`src/rtl/alu_seq_pkg.sv`:
```
// rtl/alu_seq_pkg.sv - shared opcode, command, state and flag-index definitions for the sequenced ALU
package alu_seq_pkg;

  typedef enum logic [2:0] {
    OP_ADD = 3'b000,
    OP_SUB = 3'b001,
    OP_AND = 3'b010,
    OP_OR  = 3'b011,
    OP_XOR = 3'b100,
    OP_SLT = 3'b101,
    OP_SHL = 3'b110,
    OP_MUL = 3'b111
  } op_e;

  typedef enum logic [1:0] {
    CMD_LOAD_A   = 2'b00,
    CMD_LOAD_B   = 2'b01,
    CMD_EXEC     = 2'b10,
    CMD_EXEC_ACC = 2'b11
  } cmd_e;

  typedef enum logic {
    ST_IDLE    = 1'b0,
    ST_MUL_RUN = 1'b1
  } state_e;

  // Flag vector is {Z, N, C, V} so it drops straight into uio_out[6:3]
  localparam int FLAG_Z = 3;
  localparam int FLAG_N = 2;
  localparam int FLAG_C = 1;
  localparam int FLAG_V = 0;

endpackage

```
`src/rtl/alu_core.sv`:
```
// rtl/alu_core.sv - combinational single-cycle ALU ops and flag generation
module alu_core
  import alu_seq_pkg::*;
#(
  parameter int WIDTH = 8
) (
  input  logic [WIDTH-1:0] a,
  input  logic [WIDTH-1:0] b,
  input  logic [2:0]       op,
  output logic [WIDTH-1:0] result,
  output logic [3:0]       flags
);

  localparam int SW = $clog2(WIDTH);

  logic [WIDTH:0]       sum;
  logic [WIDTH:0]       diff;
  logic [2*WIDTH-1:0]   shl_ext;
  logic [SW-1:0]        shamt;
  logic                 c;
  logic                 v;

  assign shamt   = b[SW-1:0];
  assign sum     = {1'b0, a} + {1'b0, b};
  assign diff    = {1'b0, a} - {1'b0, b};
  // Bit WIDTH of the widened shift is the last bit pushed out of the result
  assign shl_ext = {{WIDTH{1'b0}}, a} << shamt;

  always_comb begin
    result = '0;
    c      = 1'b0;
    v      = 1'b0;
    case (op_e'(op))
      OP_ADD: begin
        result = sum[WIDTH-1:0];
        c      = sum[WIDTH];
        v      = (a[WIDTH-1] == b[WIDTH-1]) && (sum[WIDTH-1] != a[WIDTH-1]);
      end
      OP_SUB: begin
        result = diff[WIDTH-1:0];
        c      = ~diff[WIDTH];
        v      = (a[WIDTH-1] != b[WIDTH-1]) && (diff[WIDTH-1] != a[WIDTH-1]);
      end
      OP_AND:  result = a & b;
      OP_OR:   result = a | b;
      OP_XOR:  result = a ^ b;
      OP_SLT:  result = {{(WIDTH-1){1'b0}}, ($signed(a) < $signed(b))};
      OP_SHL: begin
        result = shl_ext[WIDTH-1:0];
        c      = shl_ext[WIDTH];
      end
      default: result = '0;
    endcase
  end

  always_comb begin
    flags         = '0;
    flags[FLAG_Z] = (result == '0);
    flags[FLAG_N] = result[WIDTH-1];
    flags[FLAG_C] = c;
    flags[FLAG_V] = v;
  end

  logic unused_ok;
  assign unused_ok = &{1'b0, shl_ext[2*WIDTH-1:WIDTH+1]};

endmodule

```
`src/rtl/tt_um_alu_seq.sv`:
```
// rtl/tt_um_alu_seq.sv - strobed command ALU with register file, flags and shift-add multiplier
module tt_um_alu_seq
  import alu_seq_pkg::*;
#(
  parameter int WIDTH = 8
) (
  input  logic       clk,
  input  logic       rst_n,
  input  logic [7:0] ui_in,
  input  logic [7:0] uio_in,
  output logic [7:0] uo_out,
  output logic [7:0] uio_out,
  output logic [7:0] uio_oe
);

  localparam int CW = $clog2(WIDTH + 1);

  state_e               state;
  state_e               state_next;
  logic [WIDTH-1:0]     a;
  logic [WIDTH-1:0]     b;
  logic [WIDTH-1:0]     r;
  logic [3:0]           flags;
  logic [2*WIDTH-1:0]   acc;
  logic [2*WIDTH-1:0]   acc_next;
  logic [2*WIDTH-1:0]   mcand;
  logic [WIDTH-1:0]     mplier;
  logic [CW-1:0]        cnt;
  logic                 mul_acc;
  logic                 busy;
  logic                 accept;
  logic                 is_exec;
  logic                 mul_start;
  logic                 mul_done;
  logic [3:0]           mul_flags;
  logic [WIDTH-1:0]     core_result;
  logic [3:0]           core_flags;
  cmd_e                 cmd;
  op_e                  op;

  assign cmd       = cmd_e'(uio_in[1:0]);
  assign op        = op_e'(ui_in[7:5]);
  assign accept    = uio_in[2] && !busy;
  assign is_exec   = (cmd == CMD_EXEC) || (cmd == CMD_EXEC_ACC);
  assign mul_start = accept && is_exec && (op == OP_MUL);
  assign acc_next  = acc + (mplier[0] ? mcand : '0);
  assign mul_done  = (cnt == CW'(WIDTH - 1));

  always_comb begin
    mul_flags         = '0;
    mul_flags[FLAG_Z] = (acc_next[WIDTH-1:0] == '0);
    mul_flags[FLAG_N] = acc_next[WIDTH-1];
    mul_flags[FLAG_C] = |acc_next[2*WIDTH-1:WIDTH];
    mul_flags[FLAG_V] = |acc_next[2*WIDTH-1:WIDTH];
  end

  alu_core #(.WIDTH(WIDTH)) u_core (
    .a      (a),
    .b      (b),
    .op     (ui_in[7:5]),
    .result (core_result),
    .flags  (core_flags)
  );

  always_ff @(posedge clk) begin
    if (!rst_n) state <= ST_IDLE;
    else        state <= state_next;
  end

  always_comb begin
    state_next = state;
    case (state)
      ST_IDLE:    if (mul_start) state_next = ST_MUL_RUN;
      ST_MUL_RUN: if (mul_done)  state_next = ST_IDLE;
      default:    state_next = ST_IDLE;
    endcase
  end

  always_comb begin
    busy = (state == ST_MUL_RUN);
  end

  // A and B are never written while busy, so the multiply sees them frozen
  always_ff @(posedge clk) begin
    if (!rst_n) begin
      a       <= '0;
      b       <= '0;
      r       <= '0;
      flags   <= '0;
      acc     <= '0;
      mcand   <= '0;
      mplier  <= '0;
      cnt     <= '0;
      mul_acc <= 1'b0;
    end else if (busy) begin
      acc    <= acc_next;
      mcand  <= mcand << 1;
      mplier <= mplier >> 1;
      cnt    <= cnt + CW'(1);
      if (mul_done) begin
        r     <= acc_next[WIDTH-1:0];
        flags <= mul_flags;
        cnt   <= '0;
        if (mul_acc) a <= acc_next[WIDTH-1:0];
      end
    end else if (accept) begin
      case (cmd)
        CMD_LOAD_A: a <= ui_in[WIDTH-1:0];
        CMD_LOAD_B: b <= ui_in[WIDTH-1:0];
        default: begin
          if (op == OP_MUL) begin
            acc     <= '0;
            mcand   <= {{WIDTH{1'b0}}, a};
            mplier  <= b;
            cnt     <= '0;
            mul_acc <= (cmd == CMD_EXEC_ACC);
          end else begin
            r     <= core_result;
            flags <= core_flags;
            if (cmd == CMD_EXEC_ACC) a <= core_result;
          end
        end
      endcase
    end
  end

  assign uo_out  = 8'(r);
  assign uio_out = {busy, flags, 3'b000};
  assign uio_oe  = 8'hF8;

  logic unused_ok;
  assign unused_ok = &{1'b0, uio_in[7:3]};

endmodule

```
`config.mk`:
```
export PLATFORM = sky130hd
export DESIGN_NAME = tt_um_alu_seq
export DESIGN_NICKNAME = d
export VERILOG_FILES = /design/src/rtl/alu_seq_pkg.sv /design/src/rtl/alu_core.sv /design/src/rtl/tt_um_alu_seq.sv
export SDC_FILE = /design/constraint.sdc
export NUM_CORES = 1
export LEC_CHECK = 0
export ABC_AREA = 1
export BUFFER_PORTS_ARGS = -buffer_cell sky130_fd_sc_hd__clkbuf_2
export CORE_AREA = 8 8 93 136
export DETAILED_ROUTE_END_ITERATION = 6
export DIE_AREA = 0 0 101 144
export PLACE_DENSITY = 0.75
export SLEW_MARGIN = 10
export SYNTH_ARGS = -nofsm -noshare
export SYNTH_HDL_FRONTEND = slang
export SYNTH_SLANG_ARGS = --single-unit
export TNS_END_PERCENT = 1
```
`constraint.sdc`:
```
create_clock -name clk -period 3.29 [get_ports clk]
set_clock_uncertainty 0.15 [all_clocks]
set_input_delay 0 -clock clk [delete_from_list [all_inputs] [get_ports clk]]
set_output_delay 0 -clock clk [all_outputs]
set_load 0.005 [all_outputs]
```
==> metrics <==
first-pass GRT wire length 27800 um; CTS root buffer clkbuf_16; CP dominant cell by count nand2_1; Hold Startpoint ui_in[5]; Pwr Density 379 mW/mm^2; worst slew pin tran 0.682 ns; fmax 373 MHz; Initial Util 0.528; ant diodes 0; synthesized area 0.00572 sq mm; antenna violations before repair 0; Iteration-0 DRC Markers 423; Clk pwr share 0.423; # Max-Cap Violations 0; largest net degree at the start of global routing 42; DR WL/cell 16.2 um; Sw Ratio 0.297; total number of vias 5993; R2R Path Start mplier[0]; fin. max-slew vios 0; HP Class in2reg; gr ovfl total 0; Worst-path clk slew 0.06 ns; crit path from mplier[0]; layout cells sized above 1 0.0769; H-tree levels 3; min Tclk post-route 2.68 ns; Core ar. 0.0108 sq mm; first drt pass iteration count 5; placed cells 1072; CP max FO 12; Worst EP required 3.36 ns; port bufs 25; Final Util 0.581; synthesized area per cell 6.16 sq um; YS warnings 0; Comb pwr share 0.182; count of cell types in the netlist 39; Yosys reg bits 73; startpoint types flip-flop; GRT Total Usage 0.251; Fin. Hold Viols 0; CP max stage delay 0.43 ns; Crit Path Class reg2reg; sequential-to-total area share from yosys stat 0.256; floorplan row count 47; die area 0.0145 sq mm; fin crit share 0.815; setup violators final 0; CP max-delay cell dfxtp_1; endpoint class of the critical path flip-flop; vias in the first global route 5592; Max-slew headroom 0.545; final net count 1009; IO Pins 42; Min Hold Slack 0.0529 ns; Peak VDD IR 0.250 mV; Skew-Pair Late Insertion Delay 0.34 ns; Die W 101 um; Filler cells 1127; post-cts sizing count 0; dpl hpwl 13400 um; vias per cell 5.47; WL final 17800 um; CTS tree built; DRC violations left 0; GPL Wtd Cong 0.996; cts bufs inserted 9; Top delay family on crit path simple AND/OR/NAND/NOR gates; outcome finished, final reports clean; Gate Count Post-Synth 928; Leak 3.13 nW; crit path cell chain buf_4 > nand2_1 > inv_1 > ha_1 > nand2_1 > inv_1 > a21oi_1 > nand2_1 > nand2_1 > nand3b_1 > nand2_1 > nand2_1 > nor2_1 > nand2_1 > nand2_1 > a21oi_1; most common cell after layout, fill and taps aside nand2_1; RSZ-0062 raised after global routing no; Design Power 2.39 mW; Post-Layout Cell Count 1096; Psw 0.709 mW; Arr. time, crit path 2.76 ns; sequential power share 0.395; setup TNS 0 ns; Die H 144 um; Internal 1.68 mW; Buffers & Inverters on Critical Path 3; antenna viol nets, final 0; # Post-CTS Setup Buffers 0; area grow syn2layout 10.0%; most frequent cells in the layout nand2_1 (268), inv_1 (118), nand3_1 (80); clock sink count 73; CTS max path bufs 2
-- power by group through the flow --
stage	Combinational, mW	Clock [mW]	Sequential (mW)
3_5_place_dp	0.418	0	0.960
4_1_cts	0.428	1.02	0.941
2_1_floorplan	0.301	0	0.952
6_report	0.435	1.01	0.942
5_1_grt	0.483	1.06	0.945
3_3_place_gp	0.415	0	0.960
-- worst min-delay path, cell delays in order --
cell and delay (ns):
clkbuf_2 0.16, inv_2 0.22, a21oi_1 0.10
-- per-stage QoR --
stage / setup WS (ns) / cell area (sq um)
global route: 0.475 / 6290
floorplan: 0.866 / 5750
global placement: 0.692 / 5890
detailed placement: 0.690 / 5890
finish: 0.610 / 6290
CTS: 0.647 / 6290
-- routing by layer --
metal | track usage | wire (um) | vias up
met2 | 0.460 | 9240 | 177
met1 | 0.241 | 6430 | 2723
met3 | 0.0294 | 692 | 83
li1 | - | - | 3010
met4 | 0.223 | 1420 | 0
met5 | 0 | 0 | -
-- layout make-up --
cell class,instances,area [sq um],area share
Multi-Input combinational cell,689,3550,0.565
Clock inverter,4,51.3,0.00816
Clock buffer,11,253,0.0402
Sequential cell,73,1460,0.233
Timing Repair Buffer,48,320,0.0509
Inverter,124,465,0.0740
Tap cell,147,184,0.0292
-- path summary, 6_finish.rpt --
path,endpoint,slack (ns),depth (start not counted)
worst max-delay path,flags[1],0.61,16
worst min-delay path,b[5],0.05,3
worst max register to register,flags[1],0.61,16
worst min register to register,mcand[15],0.31,2
-- kinds of logic after synthesis --
group | Yosys count | share of synthesized area
buf+inv | 175 | 0.129
xor+xnor | 9 | 0.0138
compound gates | 161 | 0.153
fa+ha+maj | 46 | 0.105
flops | 73 | 0.256
other cells | 2 | 0.00131
simple gates | 462 | 0.342
-- flip-flops by register name (all words and copies together), names as in the netlist --
signal   flops
flags        4
mcand       16
cnt          4
uo_out       7
acc         16
a            8
b            8
busy         1
mul_acc      1
mplier       8
-- timing repair --
item | in CTS | in global routing
hold buffers | 9 | 0
endpoints found under the setup margin | 0 | 0
hold endpoints to repair | 13 | 0
-- cells in the mapped netlist --
cell / number / share of area
a211oi_1: 3 / 0.0039
a21oi_1: 77 / 0.067
a221oi_1: 3 / 0.0046
a22oi_1: 4 / 0.0053
a31oi_1: 18 / 0.020
and2_1: 2 / 0.0022
buf_1: 1 / 0.00066
buf_2: 11 / 0.0096
buf_4: 16 / 0.021
buf_6: 1 / 0.0020
clkbuf_1: 21 / 0.014
clkbuf_2: 1 / 0.00087
conb_1: 2 / 0.0013
dfxtp_1: 73 / 0.26
fa_1: 3 / 0.011
ha_1: 43 / 0.094
inv_1: 118 / 0.077
inv_2: 6 / 0.0039
nand2_1: 268 / 0.18
nand2_2: 1 / 0.0011
nand3_1: 80 / 0.070
nand3_2: 2 / 0.0035
nand3b_1: 6 / 0.0079
nand4_1: 14 / 0.015
nand4_2: 1 / 0.0022
nor2_1: 71 / 0.047
nor2_2: 3 / 0.0033
nor3_1: 7 / 0.0061
nor3b_1: 1 / 0.0013
o211ai_1: 3 / 0.0039
o21ai_0: 47 / 0.041
o21bai_1: 2 / 0.0026
o22ai_1: 3 / 0.0033
o31ai_1: 1 / 0.0013
or2_0: 1 / 0.0011
or2_1: 1 / 0.0011
or2_2: 4 / 0.0044
xnor2_1: 4 / 0.0061
xor2_1: 5 / 0.0077
Power figures use the tool's default switching activity.
